[src/rtl/i2c_pkg.sv]
// Shared I2C definitions: FSM state codes, byte framing constants and the
// majority vote used by the optional line glitch filter.
package i2c_pkg;

    localparam int I2C_BITS_PER_BYTE = 8;
    localparam logic [6:0] I2C_GENERAL_CALL = 7'h00;

    typedef logic [2:0] i2c_state_t;

    localparam i2c_state_t IDLE     = 3'd0;
    localparam i2c_state_t ADDR     = 3'd1;
    localparam i2c_state_t ADDR_ACK = 3'd2;
    localparam i2c_state_t WR_BYTE  = 3'd3;
    localparam i2c_state_t WR_ACK   = 3'd4;
    localparam i2c_state_t RD_BYTE  = 3'd5;
    localparam i2c_state_t RD_ACK   = 3'd6;
    localparam i2c_state_t IGNORE   = 3'd7;

    function automatic logic majority3(input logic a, input logic b, input logic c);
        return (a & b) | (a & c) | (b & c);
    endfunction

endpackage

[src/rtl/i2c_line_cond.sv]
// SCL/SDA conditioning: synchronisers, optional 3-sample majority filter
// (I2C_TARGET_GLITCH_FILTER_EN) and SCL edge / START / STOP detection.
module i2c_line_cond
    import i2c_pkg::*;
#(
    parameter int SYNC_STAGES = 2
) (
    input  logic clk,
    input  logic reset,
    input  logic scl_in,
    input  logic sda_in,
    output logic sda,
    output logic scl_rise,
    output logic scl_fall,
    output logic start,
    output logic stop
);

    logic [SYNC_STAGES-1:0] scl_sync;
    logic [SYNC_STAGES-1:0] sda_sync;
    logic scl_clean;
    logic sda_clean;
    logic scl_prev;
    logic sda_prev;

    // Idle bus level is high, so everything resets to 1 to avoid false edges.
    always_ff @(posedge clk) begin
        if (reset) begin
            scl_sync <= '1;
            sda_sync <= '1;
        end else begin
            scl_sync <= {scl_sync[SYNC_STAGES-2:0], scl_in};
            sda_sync <= {sda_sync[SYNC_STAGES-2:0], sda_in};
        end
    end

`ifdef I2C_TARGET_GLITCH_FILTER_EN
    logic [1:0] scl_hist;
    logic [1:0] sda_hist;

    always_ff @(posedge clk) begin
        if (reset) begin
            scl_hist  <= '1;
            sda_hist  <= '1;
            scl_clean <= 1'b1;
            sda_clean <= 1'b1;
        end else begin
            scl_hist  <= {scl_hist[0], scl_sync[SYNC_STAGES-1]};
            sda_hist  <= {sda_hist[0], sda_sync[SYNC_STAGES-1]};
            scl_clean <= majority3(scl_sync[SYNC_STAGES-1], scl_hist[0], scl_hist[1]);
            sda_clean <= majority3(sda_sync[SYNC_STAGES-1], sda_hist[0], sda_hist[1]);
        end
    end
`else
    assign scl_clean = scl_sync[SYNC_STAGES-1];
    assign sda_clean = sda_sync[SYNC_STAGES-1];
`endif

    always_ff @(posedge clk) begin
        if (reset) begin
            scl_prev <= 1'b1;
            sda_prev <= 1'b1;
        end else begin
            scl_prev <= scl_clean;
            sda_prev <= sda_clean;
        end
    end

    // SCL must be high on both samples so an SDA move coincident with SCL falling is not a condition.
    assign sda      = sda_clean;
    assign scl_rise = scl_clean & ~scl_prev;
    assign scl_fall = ~scl_clean & scl_prev;
    assign start    = scl_clean & scl_prev & sda_prev & ~sda_clean;
    assign stop     = scl_clean & scl_prev & ~sda_prev & sda_clean;

endmodule

[src/rtl/i2c_target_regs.sv]
// I2C target exposing a small byte register bank; optional line glitch
// filtering is enabled with I2C_TARGET_GLITCH_FILTER_EN.
module i2c_target_regs
    import i2c_pkg::*;
#(
    parameter logic [6:0] I2C_ADDR    = 7'h42,
    parameter int         NUM_REGS    = 4,
    parameter int         SYNC_STAGES = 2,
    localparam int        PW          = $clog2(NUM_REGS)
) (
    input  logic          clk,
    input  logic          reset,
    input  logic          scl_in,
    input  logic          sda_in,
    output logic          sda_out,
    output logic          sda_oen,
    input  logic [PW-1:0] reg_rd_addr,
    output logic [7:0]    reg_rd_data,
    output logic          wr_valid,
    output logic [PW-1:0] wr_reg,
    output logic [7:0]    wr_data,
    output logic          busy
);

    localparam logic [3:0] BYTE_BITS = 4'(I2C_BITS_PER_BYTE);

    logic sda;
    logic scl_rise;
    logic scl_fall;
    logic start;
    logic stop;

    i2c_state_t    state;
    logic [3:0]    bit_cnt;
    logic [7:0]    shifter;
    logic          rw;
    logic          first_byte;
    logic          rd_acked;
    logic [PW-1:0] ptr;
    logic [7:0]    regs [NUM_REGS];
    logic          addr_match;

    i2c_line_cond #(
        .SYNC_STAGES(SYNC_STAGES)
    ) u_line (
        .clk     (clk),
        .reset   (reset),
        .scl_in  (scl_in),
        .sda_in  (sda_in),
        .sda     (sda),
        .scl_rise(scl_rise),
        .scl_fall(scl_fall),
        .start   (start),
        .stop    (stop)
    );

    assign sda_out     = 1'b0;
    assign reg_rd_data = regs[reg_rd_addr];
    assign addr_match  = (shifter[7:1] == I2C_ADDR) && (shifter[7:1] != I2C_GENERAL_CALL);

    // SDA is sampled on SCL rise; every sda_oen update is made on an SCL fall so it lands while SCL is low.
    always_ff @(posedge clk) begin
        if (reset) begin
            state      <= IDLE;
            bit_cnt    <= '0;
            shifter    <= '0;
            rw         <= 1'b0;
            first_byte <= 1'b0;
            rd_acked   <= 1'b0;
            ptr        <= '0;
            sda_oen    <= 1'b0;
            busy       <= 1'b0;
            wr_valid   <= 1'b0;
            wr_reg     <= '0;
            wr_data    <= '0;
            for (int i = 0; i < NUM_REGS; i++) begin
                regs[i] <= '0;
            end
        end else begin
            wr_valid <= 1'b0;
            if (start) begin
                state   <= ADDR;
                bit_cnt <= '0;
                sda_oen <= 1'b0;
            end else if (stop) begin
                state   <= IDLE;
                sda_oen <= 1'b0;
                busy    <= 1'b0;
            end else begin
                case (state)
                    ADDR: begin
                        if (scl_rise) begin
                            shifter <= {shifter[6:0], sda};
                            bit_cnt <= bit_cnt + 4'd1;
                        end else if (scl_fall && bit_cnt == BYTE_BITS) begin
                            bit_cnt <= '0;
                            if (addr_match) begin
                                state   <= ADDR_ACK;
                                sda_oen <= 1'b1;
                                busy    <= 1'b1;
                                rw      <= shifter[0];
                            end else begin
                                state <= IGNORE;
                            end
                        end
                    end
                    ADDR_ACK: begin
                        if (scl_fall) begin
                            bit_cnt <= '0;
                            if (rw) begin
                                shifter <= regs[ptr];
                                sda_oen <= ~regs[ptr][7];
                                state   <= RD_BYTE;
                            end else begin
                                sda_oen    <= 1'b0;
                                first_byte <= 1'b1;
                                state      <= WR_BYTE;
                            end
                        end
                    end
                    WR_BYTE: begin
                        if (scl_rise) begin
                            shifter <= {shifter[6:0], sda};
                            bit_cnt <= bit_cnt + 4'd1;
                        end else if (scl_fall && bit_cnt == BYTE_BITS) begin
                            bit_cnt <= '0;
                            sda_oen <= 1'b1;
                            state   <= WR_ACK;
                            if (first_byte) begin
                                ptr        <= shifter[PW-1:0];
                                first_byte <= 1'b0;
                            end else begin
                                regs[ptr] <= shifter;
                                wr_valid  <= 1'b1;
                                wr_reg    <= ptr;
                                wr_data   <= shifter;
                                ptr       <= ptr + PW'(1);
                            end
                        end
                    end
                    WR_ACK: begin
                        if (scl_fall) begin
                            sda_oen <= 1'b0;
                            state   <= WR_BYTE;
                        end
                    end
                    RD_BYTE: begin
                        // The MSB went out at load time, so falls 0..6 present bits 6..0 and fall 7 releases the line.
                        if (scl_fall) begin
                            if (bit_cnt == BYTE_BITS - 4'd1) begin
                                bit_cnt  <= '0;
                                sda_oen  <= 1'b0;
                                ptr      <= ptr + PW'(1);
                                rd_acked <= 1'b0;
                                state    <= RD_ACK;
                            end else begin
                                bit_cnt <= bit_cnt + 4'd1;
                                shifter <= {shifter[6:0], 1'b0};
                                sda_oen <= ~shifter[6];
                            end
                        end
                    end
                    RD_ACK: begin
                        if (scl_rise) begin
                            if (!sda) begin
                                shifter  <= regs[ptr];
                                rd_acked <= 1'b1;
                            end else begin
                                state <= IGNORE;
                            end
                        end else if (scl_fall && rd_acked) begin
                            rd_acked <= 1'b0;
                            sda_oen  <= ~shifter[7];
                            state    <= RD_BYTE;
                        end
                    end
                    IDLE, IGNORE: begin
                    end
                    default: state <= IDLE;
                endcase
            end
        end
    end

endmodule

[config.mk]
export PLATFORM = sky130hd
export DESIGN_NAME = i2c_target_regs
export DESIGN_NICKNAME = d
export VERILOG_FILES = /design/src/rtl/i2c_pkg.sv /design/src/rtl/i2c_line_cond.sv /design/src/rtl/i2c_target_regs.sv
export SDC_FILE = /design/constraint.sdc
export NUM_CORES = 1
export LEC_CHECK = 0
export BUFFER_PORTS_ARGS = -buffer_cell sky130_fd_sc_hd__buf_2
export CORE_UTILIZATION = 65
export CTS_CLUSTER_DIAMETER = 60
export DETAILED_ROUTE_END_ITERATION = 16
export PLACE_DENSITY = 0.94
export SYNTH_ARGS = -nofsm -noshare
export SYNTH_HDL_FRONTEND = slang
export SYNTH_SLANG_ARGS = --single-unit
[constraint.sdc]
create_clock -name clk -period 5.94 [get_ports clk]
set_input_delay 0.297 -clock clk [delete_from_list [all_inputs] [get_ports clk]]
set_output_delay 0.297 -clock clk [all_outputs]
set_load 0.005 [all_outputs]
==> flow_summary.toml, run 1 <==
[clocking]
clk_latency_ns = 0.35
postCtsResizedCells = 0
cts_tree = "yes"
clk_pin_slew_ns = 0.07
numCtsBuffers = 9
cts_hold_buf = 0
h-tree-depth = 3
cts.sinks = 73
cts-root-buf = "clkbuf_8"
cts_buffer_depth = 2
post-cts-setup-buffer-count = 0

[route]
detail_route.iter0.violations = 364
wl_um = 9210
drtAntennaViolNets = 0
wl_per_cell_um = 21.0
drcViolationCount = 0
dr.pass1.iters = 5
vias_per_cell = 6.83
vias = 3000

[grt]
grt_pass1_wl_um = 14500
grt_max_degree = 39
antenna_found_initial = 0
grt.total_usage_pct = 32.1
grt_pass1_vias = 2806
globalRoute.totalOverflow = 0

[logic_synthesis]
synth-seq-cells = 73
async_flop_share_pct = 0
synthTopCellsByArea = "edfxtp_1 (25%), dfxtp_1 (22%), mux4_2 (9.5%)"
synth_cell_types = 59
synthAdderAreaFrac_pct = 0.658
synth_xor_area_share_pct = 0.230
synth_flop_cell = "dfxtp_1"
synth-compound-area-share_pct = 11.6
ys_seq_area_share_pct = 46.8
yosysWarnings = 0
netlist.area_leader.share_pct = 25.3
synth_area_sq_um = 3800
synthSimpleGateAreaFrac_pct = 22.3
syn_avg_cell_area_sq_um = 10.9
synth-edff-count = 32
synth_top_area_cell = "edfxtp_1"
synth_nets = 358
netlist_instances = 350
synthMuxAreaShare_pct = 14.8
synth_top_family_by_area = "simple AND/OR/NAND/NOR gates"

[sta]
timing.final.crit_share_pct = 55.3
rsz0062_at_grt = "no"
worstMarginPinSlew_ns = 1.08
max_freq_ghz = 0.305
finClkSkew_ns = 0.0111
drv_slew = 0
maxSlewHeadroom_pct = 27.6
final-setup-viol-count = 0
fin_setup_tns_ns = 0
finalHoldViolCount = 0
period_needed_ns = 3.28

[hold_path]
hold_depth = 2
min_from = "sda_in"
hold_path_end = "u_line.sda_sync[0]"
hold_class = "input pin to register"

[floorplanning]
std_cell_rows = 27
ios = 28
die_area_sq_um = 6160
die_w_um = 78.5
core_sq_um = 5570
die_h_um = 78.5
initial_core_util_pct = 68.2

[finish]
post-route-util_pct = 73.7
layout_common_cells = "dfxtp_1 (41), and2_1 (33), edfxtp_1 (32), nor2_1 (31), buf_2 (26)"
layout.cells.non_filler = 439
drive_above_1_share_pct = 21.3
regMostFlops = "regs"
antenna_cells = 0
layout.nets = 370
layout_commonest_cell = "dfxtp_1"
largest_register_ffs = 32
reg_top3 = "regs x32, shifter x8, wr_data x8"
area_growth_pct = 8.03

[power_and_ir_drop]
pwr_density_cell_nw_per_um2 = 247
comb_power_share_pct = 6.2
p_leak_nw = 1.43
sw_frac_of_total_pct = 23.8
clkPwrFrac_pct = 39.5
p_seq_share_pct = 54.2
ir_drop_v = 0.000198
switchingPower_mw = 0.242
p_total_mw = 1.02
p_int_mw = 0.773

[critical_path]
crit_path_end_kind = "register"
crit_chain = "nor2b_1 -> nand2_1 -> nor2_1 -> a41o_1"
criticalPathCategory = "register to register"
critical_path.top_delay_family = "simple AND/OR/NAND/NOR gates"
cp_max_fo = 13
cp.buffers_inverters = 0
worstReg2RegStart = "u_line.scl_prev"
reg2reg_to = "regs[3][0]"
r2r_cells = 4
worstPathArrival_ns = 3.31
rrSetupSlack_ns = 2.66
crit_path_max_incr_delay_ns = 0.91
cp.required_ns = 5.96
start_kind = "register"
crit_path_top_delay_cell = "nor2_1"

[run_status]
status = "completed"

[flow_run]
maxCapViolations = 0

[placed_design]
dpl.hpwl_um = 6090
gp_congestion = 0.861
portBuffers = 26
dp_cells = 423
## worst register-to-register path, stage by stage, from the launching register on
cell and delay [ns]:
dfxtp_1 0.51, nor2b_1 0.70, nand2_1 0.34, nor2_1 0.91
a41o_1 0.50
## routing by layer
| metal | up-vias | track usage, % | routed length, um |
|---|---|---|---|
| li1 | 1337 | - | - |
| met1 | 1423 | 42.5 | 3600 |
| met2 | 199 | 49.8 | 4350 |
| met3 | 41 | 5.12 | 901 |
| met4 | 0 | 18.7 | 360 |
| met5 | - | 0 | 0 |
## worst max-delay path by stage
| stage | slack [ns] | to | from | depth (start not counted) |
|---|---|---|---|---|
| final | 2.66 | regs[3][0] | u_line.scl_prev | 4 |
| after global routing | 2.39 | regs[3][7] | u_line.scl_prev | 4 |
| after CTS | 2.72 | regs[3][6] | u_line.scl_prev | 4 |
| after detailed placement | 2.82 | regs[3][2] | u_line.scl_prev | 4 |
| after global placement | 2.90 | regs[3][2] | u_line.scl_prev | 4 |
| after floorplan | 3.88 | regs[2][0] | bit_cnt[0] | 7 |
## synthesized netlist by cell type (4+ instances only)
master	number
nor2b_1	6
a311oi_1	8
clkbuf_1	10
nand3_1	5
a211oi_1	5
a21oi_1	23
inv_1	4
mux2i_1	19
dfxtp_1	41
buf_2	11
nor3_1	5
and2_1	33
nand2b_1	6
nand2_1	8
nor2_1	31
o21ai_0	11
and3_1	4
mux4_2	16
a31oi_1	6
or2_2	9
edfxtp_1	32
## cell type report
type | instances | area (sq um)
Sequential cell | 73 | 1780
Fill cell | 365 | 1470
Clock inverter | 6 | 66.3
Multi-Input combinational cell | 248 | 1890
Timing Repair Buffer | 26 | 130
Clock buffer | 10 | 138
Inverter | 4 | 15.0
Tap cell | 72 | 90.1
## power by group through the flow
stage	clock (mW)	combinational [mW]	sequential [mW]
global placement	0	0.0601	0.558
floorplan	0	0.0516	0.552
CTS	0.403	0.0628	0.550
detailed placement	0	0.0619	0.561
finish	0.401	0.0634	0.550
global route	0.428	0.0675	0.552
## logic make-up after synthesis
| kind of cell | Yosys count |
|---|---|
| AND/OR/NAND/NOR | 141 |
| flip-flops | 73 |
| AO/OA/AOI/OAI | 67 |
| multiplexers | 36 |
| buffers and inverters | 29 |
| adder cells (fa/ha/maj) | 2 |
| other | 1 |
| XOR/XNOR | 1 |
## per-stage QoR
step / worst slack [ns] / instance area (sq um) / hold WS, ns
2_1_floorplan: 3.88 / 3800 / 0.389
3_3_place_gp: 2.90 / 3910 / 0.395
3_5_place_dp: 2.82 / 3910 / 0.398
4_1_cts: 2.72 / 4110 / 0.124
5_1_grt: 2.39 / 4110 / 0.125
6_report: 2.66 / 4110 / 0.130
No activity file was read; power rests on OpenSTA's default activity.
==> run 2: changes to the inputs <==
--- a/config.mk
+++ b/config.mk
@@ -5,11 +5,12 @@
 export SDC_FILE = /design/constraint.sdc
 export NUM_CORES = 1
 export LEC_CHECK = 0
+export ABC_AREA = 1
 export BUFFER_PORTS_ARGS = -buffer_cell sky130_fd_sc_hd__buf_2
-export CORE_UTILIZATION = 65
+export CORE_UTILIZATION = 54
 export CTS_CLUSTER_DIAMETER = 60
 export DETAILED_ROUTE_END_ITERATION = 16
-export PLACE_DENSITY = 0.94
+export PLACE_DENSITY = 0.85
 export SYNTH_ARGS = -nofsm -noshare
 export SYNTH_HDL_FRONTEND = slang
 export SYNTH_SLANG_ARGS = --single-unit
==> constraint.sdc (replaced) <==
create_clock -name clk -period 2.9 [get_ports clk]
set_input_delay 0.145 -clock clk [delete_from_list [all_inputs] [get_ports clk]]
set_output_delay 0.145 -clock clk [all_outputs]
set_load 0.005 [all_outputs]
==> flow_summary.toml, run 2 <==
[finish]
layout_common_cells = "nand2_1 (114), nor2_1 (99), inv_1 (50), o21ai_0 (45), dfxtp_1 (41)"
ff_latch_area_sq_um = 1780
layout_commonest_cell = "nand2_1"
regMostFlops = "regs"
final_area_sq_um = 4170
post-route-util_pct = 61.7
layout.nets = 548
largest_register_ffs = 32
antenna_cells = 0
drive_above_1_share_pct = 11.9
layout.cells.non_filler = 625
area_growth_pct = 10.4
reg_top3 = "regs x32, shifter x8, wr_data x8"
fillCellCount = 614
multi_input_area_sq_um = 1700

[flow_run]
maxCapViolations = 0

[logic_synthesis]
syn_avg_cell_area_sq_um = 7.36
netlist_top_cells_count = "nand2_1 (114), nor2_1 (99), inv_1 (50)"
synth_area_sq_um = 3770
synth_flop_cell = "dfxtp_1"
synth_nets = 521
synth-edff-count = 32
yosysWarnings = 0
async_flop_share_pct = 0
synth_top_area_cell = "edfxtp_1"
netlist_instances = 513
synthTopCellsByArea = "edfxtp_1 (25%), dfxtp_1 (22%), nand2_1 (11%)"
synth_cell_types = 34
netlist.area_leader.share_pct = 25.5
yosysMostFrequentCell = "nand2_1"
ys_seq_area_share_pct = 47.2
synth-seq-cells = 73

[clocking]
cts-root-buf = "clkbuf_8"
numCtsBuffers = 9
clk_pin_slew_ns = 0.08
cts_buffer_depth = 2
cts_tree = "yes"
h-tree-depth = 3
clk_latency_ns = 0.35
cts.sinks = 73
postCtsResizedCells = 0
post-cts-setup-buffer-count = 0
cts_hold_buf = 2

[power_and_ir_drop]
pwr_density_cell_nw_per_um2 = 758
p_leak_nw = 1.83
ir_drop_v = 0.000435
p_total_mw = 3.16

[sta]
finClkSkew_ns = 0.0134
maxSlewHeadroom_pct = 66.7
finalHoldViolCount = 0
fin_setup_tns_ns = 0
postLayoutSetupSlackWorst_ns = 0.832
max_freq_ghz = 0.484
rsz0062_at_grt = "no"
hold_ws_ns = 0.179
period_needed_ns = 2.07
timing.final.crit_share_pct = 71.3
worstMarginPinSlew_ns = 0.499
final-setup-viol-count = 0
drv_slew = 0

[placed_design]
dp_slack_ns = 0.843
dpl-instance-area_sq_um = 3950
dp_cells = 607
portBuffers = 26
dpl.hpwl_um = 7110
gp_congestion = 0.966

[route]
vias = 3600
vias_per_cell = 5.76
drtAntennaViolNets = 0
dr.pass1.iters = 5
wl_per_cell_um = 15.9
wl_um = 9910
drcViolationCount = 0
detail_route.iter0.violations = 291

[floorplanning]
std_cell_rows = 30
die_w_um = 85.6
die_h_um = 85.6
core_sq_um = 6760
die_area_sq_um = 7330
initial_core_util_pct = 55.9
ios = 28

[grt]
grt.total_usage_pct = 28.7
grt_max_degree = 25
antenna_found_initial = 0
globalRoute.totalOverflow = 0
grt_pass1_vias = 3394
grt_pass1_wl_um = 16000

[run_status]
status = "completed"

[hold_path]
hold_class = "input pin to register"

[critical_path]
cp_max_fo = 9
criticalPathCategory = "register to register"
worstPathArrival_ns = 2.08
cp.required_ns = 2.91
crit_path_end_kind = "register"
start_kind = "register"
## run 2: changes by cell type in the layout (fill, tap and decap cells not counted), sizes merged, moves of 7 or more
cell and change:
a311oi -9, and2 -33, inv +51, mux2i -19
mux4 -16, nand2 +108, nand3 +35, nor2 +69
nor3 +14, o21ai +34, o22ai +7
## run 2: final timing paths
path / startpoint / end / slack, ns / cells after the start
worst max-delay path: bit_cnt[0] / regs[0][1] / 0.83 / 10
worst min register to register: u_line.scl_sync[0] / u_line.scl_sync[1] / 0.42 / 1
worst min-delay path: reset / rd_acked / 0.18 / 2
worst max register to register: bit_cnt[0] / regs[0][1] / 0.83 / 10
## run 2: logic make-up (layout without fill, tap and decap cells)
group | Yosys count | after routing | synth area share, %
xor gates and xnor gates | 1 | 1 | 0.232
adders and majority gates | 2 | 2 | 0.663
other | 1 | 1 | 0.0994
DFF | 73 | 73 | 47.2
AOI/OAI and AO/OA | 80 | 80 | 11.1
and+or+nand+nor | 285 | 285 | 32.8
buffers and inverters | 71 | 103 | 7.86
## run 2: report_power, final
group / leakage [nW] / switching (mW) / internal, mW
clock: 0.0995 / 0.402 / 0.383
sequential: 0.664 / 0.0952 / 1.18
combinational: 1.06 / 0.792 / 0.310
total: 1.83 / 1.29 / 1.87
## run 2: layer usage
metal | share of wire, % | up-vias | track usage (%)
li1 | - | 1726 | -
met1 | 39 | 1643 | 34.9
met2 | 49 | 198 | 48.5
met3 | 8.6 | 33 | 6.83
met4 | 3.3 | 0 | 12.7
met5 | 0 | - | 0
## run 2: critical path, cell delays in order (launching register included)
cell and delay (ns):
dfxtp_1 0.34, inv_1 0.08, ha_1 0.16, nand2_1 0.05, inv_1 0.05, nand3_1 0.17
nor3_4 0.19, inv_2 0.08, nor2_4 0.11, nand3_2 0.17, nand2_1 0.32
## run 2: cell type report
type / instances / area share (%)
sequential: 73 / 42.8
multi-input combinational: 369 / 40.7
inverter: 54 / 4.86
timing repair buffer: 33 / 4.50
clock buffer: 11 / 3.75
tap: 80 / 2.40
clock inverter: 5 / 1.02
